==> src/rtl/wts_i2s_out_pkg.sv <==
// Shared audio definitions for the wave table output path.
//  - WTS_SAMPLE_W       : mixer sample width (unsigned offset binary)
//  - default BCLK divider and I2S slot width
//  - to_twos()          : offset-binary -> two's complement (flip the MSB)
package wts_i2s_out_pkg;

  localparam int WTS_SAMPLE_W      = 12;
  localparam int WTS_SLOT_BITS_DEF = 16;
  localparam int WTS_BCLK_DIV_DEF  = 4;

  typedef logic [WTS_SAMPLE_W-1:0] wts_sample_t;

  // 2048 (silence) maps to 0, 4095 to +2047, 0 to -2048.
  function automatic wts_sample_t to_twos(input wts_sample_t x);
    return {~x[WTS_SAMPLE_W-1], x[WTS_SAMPLE_W-2:0]};
  endfunction

endpackage

==> src/rtl/wts_i2s_clkgen.sv <==
// I2S timing generator.
//  clk, nreset : system clock, async active-low reset
//  enable      : 0 holds everything cleared
//  fall_en     : combinational strobe, high in the clk whose edge is a BCLK falling edge
//  bit_cnt     : BCLK period index within the frame, 0..2*SLOT_BITS-1
//  i2s_bclk    : bit clock, low for the first half of each divider cycle
//  i2s_lrclk   : word select, 0 = left slot, 1 = right slot
module wts_i2s_clkgen #(
  parameter int BCLK_DIV  = 4,
  parameter int SLOT_BITS = 16,
  localparam int BIT_W    = $clog2(2*SLOT_BITS)
) (
  input  logic             clk,
  input  logic             nreset,
  input  logic             enable,
  output logic             fall_en,
  output logic [BIT_W-1:0] bit_cnt,
  output logic             i2s_bclk,
  output logic             i2s_lrclk
);

  localparam int DIV_W = $clog2(BCLK_DIV);
  localparam logic [DIV_W-1:0] DIV_LAST = DIV_W'(BCLK_DIV-1);
  localparam logic [DIV_W-1:0] DIV_HALF = DIV_W'(BCLK_DIV/2);
  localparam logic [BIT_W-1:0] BIT_LAST = BIT_W'(2*SLOT_BITS-1);
  localparam logic [BIT_W-1:0] SLOT    = BIT_W'(SLOT_BITS);

  logic [DIV_W-1:0] div_cnt_q, div_cnt_d;
  logic [BIT_W-1:0] bit_cnt_q, bit_cnt_d;
  logic             bclk_q, bclk_d;
  logic             lrclk_q, lrclk_d;

  // div_cnt==0 is the clk that ends with BCLK falling; the first clk after
  // enable rises is therefore a falling edge at bit 0 (frame start).
  assign fall_en = enable && (div_cnt_q == '0);

  always_comb begin
    div_cnt_d = '0;
    bit_cnt_d = '0;
    bclk_d    = 1'b0;
    lrclk_d   = 1'b0;
    if (enable) begin
      div_cnt_d = (div_cnt_q == DIV_LAST) ? '0 : div_cnt_q + 1'b1;
      bit_cnt_d = bit_cnt_q;
      // bit index moves at the divider wrap so it is stable for the whole
      // BCLK period that starts at the next falling edge.
      if (div_cnt_q == DIV_LAST)
        bit_cnt_d = (bit_cnt_q == BIT_LAST) ? '0 : bit_cnt_q + 1'b1;
      bclk_d  = (div_cnt_q >= DIV_HALF);
      lrclk_d = fall_en ? (bit_cnt_q >= SLOT) : lrclk_q;
    end
  end

  always_ff @(posedge clk or negedge nreset) begin
    if (!nreset) begin
      div_cnt_q <= '0;
      bit_cnt_q <= '0;
      bclk_q    <= 1'b0;
      lrclk_q   <= 1'b0;
    end else begin
      div_cnt_q <= div_cnt_d;
      bit_cnt_q <= bit_cnt_d;
      bclk_q    <= bclk_d;
      lrclk_q   <= lrclk_d;
    end
  end

  assign bit_cnt   = bit_cnt_q;
  assign i2s_bclk  = bclk_q;
  assign i2s_lrclk = lrclk_q;

endmodule

==> src/rtl/wts_i2s_out.sv <==
// I2S (Philips) serialiser for the wave table mixer output.
//  clk, nreset        : system clock, async active-low reset
//  enable             : 1 = stream, 0 = outputs and state cleared
//  left_in, right_in  : 12-bit offset-binary samples, captured at frame start
//  sample_req         : one-clk pulse on capture
//  i2s_bclk/lrclk/sdata : I2S bus; data is MSB-first, two's complement,
//                       zero-padded to SLOT_BITS, delayed one BCLK after LRCLK
module wts_i2s_out
  import wts_i2s_out_pkg::*;
#(
  parameter int BCLK_DIV  = WTS_BCLK_DIV_DEF,
  parameter int SLOT_BITS = WTS_SLOT_BITS_DEF
) (
  input  logic                    clk,
  input  logic                    nreset,
  input  logic                    enable,
  input  logic [WTS_SAMPLE_W-1:0] left_in,
  input  logic [WTS_SAMPLE_W-1:0] right_in,
  output logic                    sample_req,
  output logic                    i2s_bclk,
  output logic                    i2s_lrclk,
  output logic                    i2s_sdata
);

  localparam int FRAME_W = 2*SLOT_BITS;
  localparam int PAD_W   = SLOT_BITS - WTS_SAMPLE_W;
  localparam int BIT_W   = $clog2(FRAME_W);

  if (BCLK_DIV < 2 || (BCLK_DIV % 2) != 0) begin : g_bad_div
    $error("wts_i2s_out: BCLK_DIV must be even and >= 2");
  end
  if (SLOT_BITS < WTS_SAMPLE_W + 1) begin : g_bad_slot
    $error("wts_i2s_out: SLOT_BITS must be >= 13");
  end

  function automatic logic [SLOT_BITS-1:0] fmt_slot(input wts_sample_t x);
    return {to_twos(x), {PAD_W{1'b0}}};
  endfunction

  logic             fall_en;
  logic [BIT_W-1:0] bit_cnt;

  wts_i2s_clkgen #(
    .BCLK_DIV  (BCLK_DIV),
    .SLOT_BITS (SLOT_BITS)
  ) u_clkgen (
    .clk       (clk),
    .nreset    (nreset),
    .enable    (enable),
    .fall_en   (fall_en),
    .bit_cnt   (bit_cnt),
    .i2s_bclk  (i2s_bclk),
    .i2s_lrclk (i2s_lrclk)
  );

  logic [FRAME_W-1:0] shreg_q, shreg_d;
  logic               sdata_q, sdata_d;
  logic               sample_req_q, sample_req_d;

  // sdata takes the MSB before the shift, which gives the one-bit I2S delay:
  // at bit 0 it emits the last bit of the previous frame, at bit 1 the left MSB.
  always_comb begin
    shreg_d      = shreg_q;
    sdata_d      = sdata_q;
    sample_req_d = 1'b0;
    if (!enable) begin
      shreg_d = '0;
      sdata_d = 1'b0;
    end else if (fall_en) begin
      sdata_d = shreg_q[FRAME_W-1];
      if (bit_cnt == '0) begin
        shreg_d      = {fmt_slot(left_in), fmt_slot(right_in)};
        sample_req_d = 1'b1;
      end else begin
        shreg_d = {shreg_q[FRAME_W-2:0], 1'b0};
      end
    end
  end

  always_ff @(posedge clk or negedge nreset) begin
    if (!nreset) begin
      shreg_q      <= '0;
      sdata_q      <= 1'b0;
      sample_req_q <= 1'b0;
    end else begin
      shreg_q      <= shreg_d;
      sdata_q      <= sdata_d;
      sample_req_q <= sample_req_d;
    end
  end

  assign i2s_sdata  = sdata_q;
  assign sample_req = sample_req_q;

endmodule

==> config.mk <==
export PLATFORM = sky130hd
export DESIGN_NAME = wts_i2s_out
export DESIGN_NICKNAME = d
export VERILOG_FILES = /design/src/rtl/wts_i2s_out_pkg.sv /design/src/rtl/wts_i2s_clkgen.sv /design/src/rtl/wts_i2s_out.sv
export SDC_FILE = /design/constraint.sdc
export NUM_CORES = 1
export LEC_CHECK = 0
export CAP_MARGIN = 15
export CORE_MARGIN = 2
export CORE_UTILIZATION = 35
export DETAILED_ROUTE_END_ITERATION = 16
export SLEW_MARGIN = 20
export SYNTH_ARGS = -nofsm -noshare
export SYNTH_HDL_FRONTEND = slang
export SYNTH_HIERARCHICAL = 1
export SYNTH_SLANG_ARGS = --single-unit
==> constraint.sdc <==
create_clock -name clk -period 2.8 [get_ports clk]
set_clock_uncertainty 0.15 [all_clocks]
set_input_delay 0.56 -clock clk [delete_from_list [all_inputs] [get_ports clk]]
set_output_delay 0.56 -clock clk [all_outputs]
set_load 0.005 [all_outputs]
==> reports/results.tsv <==
stage	metric	value	unit
routing	DRT Pass-1 Iters	5	
worst_setup_path	CP bufs+invs	1	
synth	Mean Syn Cell Area	9.67	µm²
worst_hold_path	worst min-delay path class	input port to async pin	
worst_setup_path	crit-path cells	or4_1, buf_4, o32ai_1, and2_1	
power	power share of the sequential group	0.499	
global_routing	largest net degree at the start of global routing	60	
final_layout	share of cells above drive strength 1	0.0789	
power	Psw	328	µW
routing	residual DRC count	0	
sta	Final period util	0.741	
final_layout	Cell Count, Final, Fillers Out	300	
sta	FMAX	482	MHz
synth	post-synthesis compound-gate area fraction	0.247	
global_routing	initial antenna violation count	0	
global_routing	GRT Total Usage	0.145	
synth	Synth Area in Adders	0.0254	
sta	final hold vios	0	
worst_setup_path	CP Launch Type	flop	
final_layout	# diodes	0	
worst_setup_path	max incr delay on CP	0.73	ns
status	status	finished clean	
floorplanning	die area	6250	µm²
power	logic gate share of total power	0.159	
sta	Worst Tran Pin Value	0.890	ns
clock_network	cts repair resizes	0	
global_routing	vias in the first global route	1505	
routing	final wirelength	4.28	mm
floorplanning	die width	79.1	µm
routing	drt wl/cell	14.3	µm
sta	Worst slew margin	0.407	
routing	via count	1612	
sta	hold slack	0.228	ns
clock_network	Clk Latency, worst-skew pair	0.30	ns
floorplanning	Core Area	5470	µm²
floorplanning	row count	27	
placement	port bufs	30	
worst_setup_path	CP delay by family, top	simple AND/OR/NAND/NOR gates	
power	Clk network pwr share	0.342	
final_layout	fin util	0.442	
synth	Syn Inst Count	204	
synth	synthesized flop and latch total	39	
power	Internal	926	µW
placement	DP HPWL	2.60	mm
worst_setup_path	origin of the worst setup path	u_clkgen/bit_cnt[0]	
synth	synth warn	6	
worst_setup_path	CP Capture Type	flop	
worst_setup_path	Crit Path Class	flop to flop	
synth	syn_nets	235	
synth	post-synthesis sequential area ratio	0.495	
floorplanning	Initial Util	0.361	
power	Leak	1.01	nW
placement	DP Area	2320	µm²
synth	Main synth FF type	dfrtp_1	
power	worst vdd ir	0.000244	V
worst_setup_path	WP data required	2.89	ns
final_layout	P&R area growth vs syn	22.7	%
clock_network	Post-CTS Setup Inserts	0	
global_routing	total grt overflow	0	
synth	number of distinct library cells after synthesis	32	
clock_network	CTS H-tree lvls	2	
worst_setup_path	CP Max Fanout	19	
placement	Post-Place Cells	292	
clock_network	clk slew on worst S/H paths	0.08	ns
power	Tot Pwr	1.25	mW
sta	Final Max Slew Viols	0	
sta	setup TNS	0	ns
worst_setup_path	crit path DAT	2.16	ns
global_routing	first-pass GRT wire length	7.07	mm
synth	Syn Std Cell Area	1970	µm²
clock_network	CTS buffer count	5	
clock_network	clk buf depth	2	
sta	Final Setup Violations	0	
clock_network	CTS tree	yes	
routing	drt via density	5.37	
power	pwr dens	518	nW/µm²
sta	time the worst path needs with I/O delays and setup	2.08	ns
worst_setup_path	Crit-path slowest cell	or4_1	
placement	Setup WS pre-CTS	0.687	ns
synth	largest family of logic cells by synthesized area	compound AO/OA/AOI/OAI gates	
placement	routability cong.	0.708	
routing	Detail Route Antenna Nets	0	
synth	Async SR Flop Fraction	1.00	
floorplanning	Die Ht	79.1	µm
synth	simple logic cell fraction of the synthesized area	0.147	
synth	mux share of post-synthesis cell area	0.0254	
sta	final setup margin	0.725	ns
clock_network	CTS Root Cell	clkbuf_8	
routing	Iter 0 DRT Violations	91	
worst_setup_path	worst reg2reg path startpoint	u_clkgen/bit_cnt[0]	
final_layout	fin nets	258	
synth	EDFF count, synth	0	
job	Max Cap Viol	0	
synth	xor/xnor share of the synthesized area	0	
clock_network	CTS hold repair buffers	0	
power	switching share of power	0.262	
final_layout	cell area after layout	2420	µm²
sta	unrepaired setup endpoints after global routing	false	
floorplanning	Ports	31	
clock_network	clk sinks	39	
[layer usage]
metal	global-route usage	share of wire	wire, µm	up-vias
met1	0.205	0.49	2110	762
met2	0.213	0.45	1920	41
met5	0	0	0	-
met4	0.0569	0.016	67	0
met3	0.0341	0.043	184	8
li1	-	-	-	801
[Yosys cell counts, types with 2 or more instances]
master / n / area, µm²
o21ai_0: 40 / 200
dfrtp_1: 39 / 976
a31oi_1: 22 / 138
nand3_1: 22 / 110
clkbuf_1: 14 / 52.6
and2_1: 5 / 31.3
inv_1: 5 / 18.8
mux2i_1: 5 / 50.1
nor2b_1: 5 / 31.3
a21boi_0: 4 / 30.0
ha_1: 4 / 50.1
nand2_1: 4 / 15.0
nand2b_1: 4 / 25.0
o211ai_1: 4 / 30.0
o21ai_1: 4 / 20.0
buf_2: 3 / 15.0
buf_6: 3 / 33.8
and3_1: 2 / 12.5
nand3b_1: 2 / 15.0
[power groups by stage]
stage               Clock, mW  Combinational [mW]  Sequential (mW)
floorplan                   0               0.122            0.632
global placement            0               0.201            0.636
detailed placement          0               0.203            0.637
CTS                     0.436               0.204            0.625
global route            0.458               0.225            0.631
finish                  0.429               0.200            0.626
[worst paths after layout]
kind | slack (ns) | to | depth (start not counted)
setup / recovery | 0.72 | shreg_q[4] | 4
hold / removal | 0.23 | u_clkgen/i2s_lrclk | 1
setup reg to reg | 0.72 | shreg_q[4] | 4
hold reg to reg | 0.39 | shreg_q[31] | 2
max in group asynchronous | 1.71 | i2s_sdata | 1
min in group clk | 0.39 | shreg_q[31] | 2
[state kept, by name, summed over array words and instances, names as in the netlist]
register and count:
sample_req 1, u_clkgen/i2s_bclk 1, shreg_q 28, u_clkgen/div_cnt_q 2, i2s_sdata 1, u_clkgen/bit_cnt 5
u_clkgen/i2s_lrclk 1
[area by class of cell]
| type | count | area [µm²] |
|---|---|---|
| Fill cell | 568 | 3050 |
| Sequential cell | 39 | 976 |
| Multi-Input combinational cell | 140 | 883 |
| Timing Repair Buffer | 36 | 353 |
| Clock buffer | 8 | 100 |
| Tap cell | 72 | 90.1 |
| Inverter | 5 | 18.8 |
[logic make-up (layout without fill, tap and decap cells)]
| logic type | after synthesis | in the layout |
|---|---|---|
| muxes | 5 | 5 |
| and+or+nand+nor | 50 | 50 |
| DFF | 39 | 39 |
| AOI/OAI and AO/OA | 81 | 81 |
| adders and majority gates | 4 | 4 |
| buffers and inverters | 25 | 49 |
[worst reg2reg max path: cells and delay by family, from the launching register on]
family | cells | cell delay [ns]
AND/OR/NAND/NOR | 2 | 0.88
flip-flops | 1 | 0.45
buffers and inverters | 1 | 0.28
AO/OA/AOI/OAI | 1 | 0.26
[layout by cell type, fill, tap and decap left out, drive strengths merged]
master | Yosys | final
clkbuf | 14 | 8
and3 | 2 | 2
and4bb | 1 | 1
inv | 5 | 5
nor2b | 5 | 5
o2111ai | 2 | 2
nand3 | 22 | 22
nand3b | 2 | 2
o211ai | 4 | 4
nor2 | 1 | 1
a31oi | 22 | 22
and2 | 5 | 5
dfrtp | 39 | 39
nand2b | 5 | 5
nand2 | 4 | 4
buf | 6 | 7
clkdlybuf4s50 | 0 | 29
or4 | 1 | 1
mux2i | 5 | 5
o311ai | 1 | 1
o32ai | 1 | 1
or3 | 1 | 1
o221ai | 1 | 1
nor4 | 1 | 1
ha | 4 | 4
a21oi | 1 | 1
o21ai | 44 | 44
a21boi | 5 | 5
(Power assumes the default switching activity.)
